<file path="src/rtl/pipeline_interlock_pkg.sv">
`default_nettype none
// ============================================================================
// Module      : pipeline_interlock_pkg
// Description : Shared CPU constants for the ID/EX interlock: data width,
//               event counter width, FSM encodings and helpers.
// Revision    : 1.0 - initial release
// ============================================================================
package pipeline_interlock_pkg;

   localparam int XLEN    = 32;
   localparam int CNT_W   = 16;
   localparam int STATE_W = 2;

   localparam logic [STATE_W-1:0] ST_RUN        = 2'd0;
   localparam logic [STATE_W-1:0] ST_LOAD_STALL = 2'd1;
   localparam logic [STATE_W-1:0] ST_FLUSH      = 2'd2;

   localparam logic [CNT_W-1:0] CNT_MAX = {CNT_W{1'b1}};

   // Forwarding request pair for one operand side.
   typedef struct packed {
      logic fwd_ex;
      logic fwd_mem;
   } fwd_sel_t;

   // Increment that sticks at the all-ones value instead of wrapping.
   function automatic logic [CNT_W-1:0] sat_inc(input logic [CNT_W-1:0] v);
      return (v == CNT_MAX) ? v : v + 1'b1;
   endfunction

endpackage
`default_nettype wire

</file>
<file path="src/rtl/pipeline_interlock_if.sv">
`default_nettype none
// ============================================================================
// Module      : pipeline_interlock_if
// Description : Bundle of operand, hazard-control and status signals that
//               connect the hazard unit / datapath to the ID/EX interlock.
// Revision    : 1.0 - initial release
// ============================================================================
interface pipeline_interlock_if;
   import pipeline_interlock_pkg::*;

   logic [XLEN-1:0]  rs1_data;
   logic [XLEN-1:0]  rs2_data;
   logic [XLEN-1:0]  ex_result;
   logic [XLEN-1:0]  mem_result;
   logic             forward_EX_A;
   logic             forward_EX_B;
   logic             forward_MEM_A;
   logic             forward_MEM_B;
   logic             stop_ID;
   logic             flush_EX;
   logic             id_valid;

   logic [XLEN-1:0]  op_a_EX;
   logic [XLEN-1:0]  op_b_EX;
   logic             valid_EX;
   logic             pc_en;
   logic             if_id_en;
   logic             if_id_flush;
   logic [CNT_W-1:0] stall_cnt;
   logic [CNT_W-1:0] flush_cnt;

   // Driver side (pipeline datapath / hazard detection).
   modport master (
      output rs1_data, rs2_data, ex_result, mem_result,
      output forward_EX_A, forward_EX_B, forward_MEM_A, forward_MEM_B,
      output stop_ID, flush_EX, id_valid,
      input  op_a_EX, op_b_EX, valid_EX, pc_en, if_id_en, if_id_flush,
      input  stall_cnt, flush_cnt
   );

   // Interlock side.
   modport slave (
      input  rs1_data, rs2_data, ex_result, mem_result,
      input  forward_EX_A, forward_EX_B, forward_MEM_A, forward_MEM_B,
      input  stop_ID, flush_EX, id_valid,
      output op_a_EX, op_b_EX, valid_EX, pc_en, if_id_en, if_id_flush,
      output stall_cnt, flush_cnt
   );

endinterface
`default_nettype wire

</file>
<file path="src/rtl/pipeline_interlock_operand_fwd_mux.sv">
`default_nettype none
// ============================================================================
// Module      : operand_fwd_mux
// Description : Selects one EX operand from EX result, MEM result or the
//               register-file value. The EX result is the youngest value,
//               so it wins when both forwarding flags are raised.
// Revision    : 1.0 - initial release
// ============================================================================
module operand_fwd_mux
   import pipeline_interlock_pkg::*;
(
   input  fwd_sel_t        sel,
   input  logic [XLEN-1:0] reg_data,
   input  logic [XLEN-1:0] ex_result,
   input  logic [XLEN-1:0] mem_result,
   output logic [XLEN-1:0] operand
);

   // Priority select: EX over MEM over register file.
   always_comb begin
      operand = reg_data;
      if (sel.fwd_ex) begin
         operand = ex_result;
      end else if (sel.fwd_mem) begin
         operand = mem_result;
      end
   end

endmodule
`default_nettype wire

</file>
<file path="src/rtl/pipeline_interlock.sv">
`default_nettype none
// ============================================================================
// Module      : pipeline_interlock
// Description : ID/EX interlock. Forwards operands into the ID/EX register,
//               inserts bubbles on load-use stalls and taken branches,
//               gates PC / IF-ID writes, and counts stall/flush events.
// Revision    : 1.0 - initial release
// ============================================================================
module pipeline_interlock
   import pipeline_interlock_pkg::*;
(
   input  logic                 clk,
   input  logic                 reset,
   pipeline_interlock_if.slave  bus
);

   logic [STATE_W-1:0] r_state;
   logic [STATE_W-1:0] w_state_nxt;

   logic [XLEN-1:0]    w_op_a_sel;
   logic [XLEN-1:0]    w_op_b_sel;
   logic [XLEN-1:0]    r_op_a;
   logic [XLEN-1:0]    r_op_b;
   logic               r_valid;
   logic [CNT_W-1:0]   r_stall_cnt;
   logic [CNT_W-1:0]   r_flush_cnt;

   logic               w_pc_en;
   logic               w_if_id_flush;

   // A stall only counts when no flush is present: the flush kills the
   // stalled instruction anyway, so the front end must keep moving.
   logic               w_stall_req;
   logic               w_bubble;

   assign w_stall_req = bus.stop_ID & ~bus.flush_EX;
   assign w_bubble    = bus.stop_ID | bus.flush_EX;

   operand_fwd_mux u_fwd_a (
      .sel        ('{fwd_ex: bus.forward_EX_A, fwd_mem: bus.forward_MEM_A}),
      .reg_data   (bus.rs1_data),
      .ex_result  (bus.ex_result),
      .mem_result (bus.mem_result),
      .operand    (w_op_a_sel)
   );

   operand_fwd_mux u_fwd_b (
      .sel        ('{fwd_ex: bus.forward_EX_B, fwd_mem: bus.forward_MEM_B}),
      .reg_data   (bus.rs2_data),
      .ex_result  (bus.ex_result),
      .mem_result (bus.mem_result),
      .operand    (w_op_b_sel)
   );

   // FSM state register.
   always_ff @(posedge clk) begin
      if (!reset) begin
         r_state <= ST_RUN;
      end else begin
         r_state <= w_state_nxt;
      end
   end

   // FSM next-state: flush always beats stall, whatever the current state.
   always_comb begin
      w_state_nxt = ST_RUN;
      case (r_state)
         ST_RUN: begin
            if (bus.flush_EX)      w_state_nxt = ST_FLUSH;
            else if (bus.stop_ID)  w_state_nxt = ST_LOAD_STALL;
            else                   w_state_nxt = ST_RUN;
         end
         ST_LOAD_STALL: begin
            if (bus.flush_EX)      w_state_nxt = ST_FLUSH;
            else if (bus.stop_ID)  w_state_nxt = ST_LOAD_STALL;
            else                   w_state_nxt = ST_RUN;
         end
         ST_FLUSH: begin
            if (bus.flush_EX)      w_state_nxt = ST_FLUSH;
            else if (bus.stop_ID)  w_state_nxt = ST_LOAD_STALL;
            else                   w_state_nxt = ST_RUN;
         end
         default: w_state_nxt = ST_RUN;
      endcase
   end

   // FSM outputs: front-end enables and IF/ID clear; reset freezes the
   // front end and holds IF/ID cleared.
   always_comb begin
      w_pc_en       = 1'b0;
      w_if_id_flush = 1'b1;
      if (reset) begin
         w_pc_en       = ~w_stall_req;
         w_if_id_flush = bus.flush_EX;
      end
   end

   // ID/EX register: bubble (zeroed operands, valid low) on stall or flush.
   always_ff @(posedge clk) begin
      if (!reset) begin
         r_valid <= 1'b0;
         r_op_a  <= '0;
         r_op_b  <= '0;
      end else if (w_bubble) begin
         r_valid <= 1'b0;
         r_op_a  <= '0;
         r_op_b  <= '0;
      end else begin
         r_valid <= bus.id_valid;
         r_op_a  <= w_op_a_sel;
         r_op_b  <= w_op_b_sel;
      end
   end

   // Saturating stall and flush event counters.
   always_ff @(posedge clk) begin
      if (!reset) begin
         r_stall_cnt <= '0;
         r_flush_cnt <= '0;
      end else begin
         if (w_stall_req)  r_stall_cnt <= sat_inc(r_stall_cnt);
         if (bus.flush_EX) r_flush_cnt <= sat_inc(r_flush_cnt);
      end
   end

   assign bus.op_a_EX     = r_op_a;
   assign bus.op_b_EX     = r_op_b;
   assign bus.valid_EX    = r_valid;
   assign bus.pc_en       = w_pc_en;
   assign bus.if_id_en    = w_pc_en;
   assign bus.if_id_flush = w_if_id_flush;
   assign bus.stall_cnt   = r_stall_cnt;
   assign bus.flush_cnt   = r_flush_cnt;

endmodule
`default_nettype wire

</file>
<file path="src/flat_wrapper.sv">
// flat-port wrapper written by rule: the top's interface ports become plain ports
module pipeline_interlock_flat import pipeline_interlock_pkg::*;
  (clk, reset, bus_rs1_data, bus_rs2_data, bus_ex_result, bus_mem_result, bus_forward_EX_A, bus_forward_EX_B, bus_forward_MEM_A, bus_forward_MEM_B, bus_stop_ID, bus_flush_EX, bus_id_valid, bus_op_a_EX, bus_op_b_EX, bus_valid_EX, bus_pc_en, bus_if_id_en, bus_if_id_flush, bus_stall_cnt, bus_flush_cnt);
  pipeline_interlock_if bus_i ();
  input  logic clk;
  input  logic reset;
  input wire logic [$bits(bus_i.rs1_data)-1:0] bus_rs1_data;
  input wire logic [$bits(bus_i.rs2_data)-1:0] bus_rs2_data;
  input wire logic [$bits(bus_i.ex_result)-1:0] bus_ex_result;
  input wire logic [$bits(bus_i.mem_result)-1:0] bus_mem_result;
  input wire logic [$bits(bus_i.forward_EX_A)-1:0] bus_forward_EX_A;
  input wire logic [$bits(bus_i.forward_EX_B)-1:0] bus_forward_EX_B;
  input wire logic [$bits(bus_i.forward_MEM_A)-1:0] bus_forward_MEM_A;
  input wire logic [$bits(bus_i.forward_MEM_B)-1:0] bus_forward_MEM_B;
  input wire logic [$bits(bus_i.stop_ID)-1:0] bus_stop_ID;
  input wire logic [$bits(bus_i.flush_EX)-1:0] bus_flush_EX;
  input wire logic [$bits(bus_i.id_valid)-1:0] bus_id_valid;
  output wire logic [$bits(bus_i.op_a_EX)-1:0] bus_op_a_EX;
  output wire logic [$bits(bus_i.op_b_EX)-1:0] bus_op_b_EX;
  output wire logic [$bits(bus_i.valid_EX)-1:0] bus_valid_EX;
  output wire logic [$bits(bus_i.pc_en)-1:0] bus_pc_en;
  output wire logic [$bits(bus_i.if_id_en)-1:0] bus_if_id_en;
  output wire logic [$bits(bus_i.if_id_flush)-1:0] bus_if_id_flush;
  output wire logic [$bits(bus_i.stall_cnt)-1:0] bus_stall_cnt;
  output wire logic [$bits(bus_i.flush_cnt)-1:0] bus_flush_cnt;
  assign bus_i.rs1_data = bus_rs1_data;
  assign bus_i.rs2_data = bus_rs2_data;
  assign bus_i.ex_result = bus_ex_result;
  assign bus_i.mem_result = bus_mem_result;
  assign bus_i.forward_EX_A = bus_forward_EX_A;
  assign bus_i.forward_EX_B = bus_forward_EX_B;
  assign bus_i.forward_MEM_A = bus_forward_MEM_A;
  assign bus_i.forward_MEM_B = bus_forward_MEM_B;
  assign bus_i.stop_ID = bus_stop_ID;
  assign bus_i.flush_EX = bus_flush_EX;
  assign bus_i.id_valid = bus_id_valid;
  assign bus_op_a_EX = bus_i.op_a_EX;
  assign bus_op_b_EX = bus_i.op_b_EX;
  assign bus_valid_EX = bus_i.valid_EX;
  assign bus_pc_en = bus_i.pc_en;
  assign bus_if_id_en = bus_i.if_id_en;
  assign bus_if_id_flush = bus_i.if_id_flush;
  assign bus_stall_cnt = bus_i.stall_cnt;
  assign bus_flush_cnt = bus_i.flush_cnt;
  pipeline_interlock u_core (.clk(clk), .reset(reset), .bus(bus_i));
endmodule
</file>
<file path="config.mk">
export PLATFORM = sky130hd
export DESIGN_NAME = pipeline_interlock_flat
export DESIGN_NICKNAME = d
export VERILOG_FILES = /design/src/rtl/pipeline_interlock_pkg.sv /design/src/rtl/pipeline_interlock_if.sv /design/src/rtl/pipeline_interlock_operand_fwd_mux.sv /design/src/rtl/pipeline_interlock.sv /design/src/flat_wrapper.sv
export SDC_FILE = /design/constraint.sdc
export NUM_CORES = 1
export LEC_CHECK = 0
export CAP_MARGIN = 15
export CORE_MARGIN = 5
export CORE_UTILIZATION = 30
export CTS_BUF_LIST = sky130_fd_sc_hd__clkbuf_16
export CTS_CLUSTER_DIAMETER = 50
export DETAILED_ROUTE_END_ITERATION = 6
export PLACE_DENSITY = 0.61
export SYNTH_ARGS = -nofsm -noshare
export SYNTH_HDL_FRONTEND = slang
export SYNTH_SLANG_ARGS = --single-unit
</file>
<file path="constraint.sdc">
create_clock -name clk -period 5 [get_ports clk]
set_clock_uncertainty 0.05 [all_clocks]
set_input_delay 1.5 -clock clk [delete_from_list [all_inputs] [get_ports clk]]
set_output_delay 1.5 -clock clk [all_outputs]
set_load 0.02 [all_outputs]
</file>
==> results.md <==
- Count of cell types in the netlist: between 40 and 50
- Share of post-route cells with drive strength above 1: ~4.1%
- # Post-CTS Setup Buffers: 0
- Worst hold slack: approximately 0.44 ns
- Via count: 4765
- Count leader, synth: nor2_1
- Crit path kind: in2out
- Nets@finish: roughly 910
- Combinational share of power: a little under a fifth
- Dpl ws: roughly 0.47 ns
- Crit. End Element: output pin
- Max Cap Viol: 0
- Pwr Density: roughly 240 nW/µm²
- I/O Buffers: around 240
- Crit-path max FO: 4
- Global-route wire length before repair: ~25000 µm
- Fin worst setup slack: 0.452 ns
- Placer congestion estimate: between 0.8 and 0.9
- Most area-consuming cells after synthesis: dfxtp_1 42%, mux2i_1 17%, nor2_1 11%, a21oi_1 8.5%, nand2_1 2.4%
- Number of CTS-inserted buffers: 9
- Post-synthesis cell area: between 4000 and 5000 µm²
- Crit-path slowest cell: clkdlybuf4s50_1
- VDD IR-drop max: roughly 140 µV
- Synth Area per Inst: slightly above 8 µm²
- Worst-margin pin slew: 1.07 ns
- Synthesized Nets: 695
- Slowest stage delay, CP: around 0.55 ns
- Worst Hold Class: reg2reg
- TritonCTS sink count: 97
- Clock power share: 37.0%
- Slew Viols, Final: 0
- EDFF count, synth: 0
- Iter 0 DRT Violations: 197
- Initial Util: 30.4%
- Die Ht: between 100 and 150 µm
- Grt total ovfl: 0
- FF+latch count, synth: 97
- CTS tree: yes
- Core Box Area: between 15000 and 20000 µm²
- Die area: about 18000 µm²
- Clock buffer depth: 2
- Initial antenna violation count: 0
- Global Route Usage Sum: between 15 and 20%
- Routed WL: about 15000 µm
- Root Buffer: clkbuf_16
- Final Cell Area: between 7000 and 8000 µm²
- Vias per std cell: slightly below 5
- Ant. Diodes: 0
- Drc violations: 0
- Min Clock Period, post-route: 4.55 ns
- Crit-path cells: clkdlybuf4s50_1 -> nor2b_1 -> nor2_1 -> clkdlybuf4s50_1
- Yosys synthesis warning count: 0
- DRT antenna net count: 0
- Largest net degree at the start of global routing: 66
- Relative slew slack: between 20% and 30%
- Total net switching power: about 0.00043 W
- Wire length per cell: about 16 µm
- Post-synth top area share: a little over two fifths
- TritonRoute pass-1 iters: 4
- Status: completed
- Sequential element share of the synthesized area: 42.1%
- Commonest cells post-synth: 138 x nor2_1, 97 x dfxtp_1, 80 x mux2i_1
- RSZ-0062 raised after global routing: no
- Data required time of the critical path: roughly 3.5 ns
- Final core occ: between 40% and 50%
- Static leakage: between 2 and 3 nW
- Area added between synthesis and finish: 60.0%
- Most frequent CP cell: clkdlybuf4s50_1
- Post-synth top area cell: dfxtp_1
- Worst Path Arrival: 3.00 ns
- Max Freq: 220 MHz
- Switching part of the total: approximately a quarter
- Detailed placement HPWL: approximately 12000 µm
- Chip Width: roughly 130 µm
- Final worst path period share: 91.0%
- H-tree depth: 3
- Post-synthesis async set-or-reset flop share: 0%
- Int Pwr: 0.00135 W
- Placed instance area: approximately 7000 µm²
- Worst setup SP type: input port
- Worst-Skew Late Latency: ~0.34 ns
- Vias in the first global route: 4926
- Main synth FF type: dfxtp_1
- Final setup fails: 0
- CTS hold repair buffers: 0
- Site Rows: 45
- Post-CTS sizing: 0
- Cells after Synth: around 560
- Final-report hold violation count: 0
- Clk slew on worst S/H paths: 0.07 ns
- Setup TNS: 0 ns
- Reg power frac: approximately 45%
- I/O pin total: between 200 and 250
worst paths after layout:
path                                               from                  endpoint  slack, ns  cells after the start
worst max-delay path                        bus_stop_ID              bus_if_id_en       0.45                      4
worst min-delay path            u_core.bus.flush_cnt[7]   u_core.bus.flush_cnt[7]       0.44                      2
worst max register to register  u_core.bus.stall_cnt[0]  u_core.bus.stall_cnt[10]       2.91                      5
worst min register to register  u_core.bus.flush_cnt[7]   u_core.bus.flush_cnt[7]       0.44                      2
registers in the layout, summed over array words and instances (netlist names):
| name | flops |
|---|---|
| u_core.bus.valid_EX | 1 |
| u_core.bus.flush_cnt | 16 |
| u_core.bus.stall_cnt | 16 |
| u_core.bus.op_b_EX | 32 |
| u_core.bus.op_a_EX | 32 |
placed cells by master, fill, tap and decap left out, types with 2 or more instances in the layout:
master	count
a211oi_1	3
a21oi_1	78
a311oi_1	2
and4_1	3
buf_2	4
buf_4	5
clkbuf_16	9
clkdlybuf4s50_1	232
clkinv_1	2
clkinv_2	2
dfxtp_1	97
ha_1	2
inv_1	8
mux2i_1	80
nand2_1	29
nand2b_1	13
nand3_1	8
nand4_1	8
nor2_1	138
nor3_1	4
nor4_1	4
o21ai_0	4
o31ai_1	3
o41ai_1	3
or2_2	2
or4_1	6
cells by family after synthesis:
kind of cell | Yosys count | share of synthesized area, %
flip-flops | 97 | 42.1
AND/OR/NAND/NOR | 230 | 23.2
adder cells (fa/ha/maj) | 2 | 0.543
multiplexers | 80 | 17.4
AO/OA/AOI/OAI | 101 | 12.5
buffers and inverters | 46 | 4.32
critical path: cells and delay by family:
| family | cells | cell delay, ns |
|---|---|---|
| buf+inv | 2 | 1.08 |
| simple gates | 2 | 0.41 |
power groups by stage:
stage	Combinational (W)	Clock, W	Sequential (W)
after detailed placement	0.000324	0	0.000816
after global placement	0.000318	0	0.000816
after global routing	0.000354	0.000717	0.000800
after CTS	0.000325	0.000685	0.000799
after floorplan	0.000123	0	0.000837
final	0.000327	0.000661	0.000798
layer usage:
layer	wire length, µm	GRT usage [%]	share of wire, %
met2	7310	28.4	47
met1	6350	20.4	41
met5	0	0	0
met4	315	6.69	2.0
met3	1510	6.08	9.7
layout make-up:
class,count,area (µm²)
clock inverters,7,55.1
inverters,6,22.5
fillers,1452,7770
well taps,188,235
clock buffers,9,225
flip-flops and latches,97,1940
repair buffers,243,2430
multi-input cells,413,2470
metrics by stage:
step                      power (W)  instances
final                       0.00179        963
after CTS                   0.00181        961
after global placement      0.00113        945
after global routing        0.00187        963
after detailed placement    0.00114        945
after floorplan            0.000959        556
Note: power is estimated with default switching activity, not from simulation.
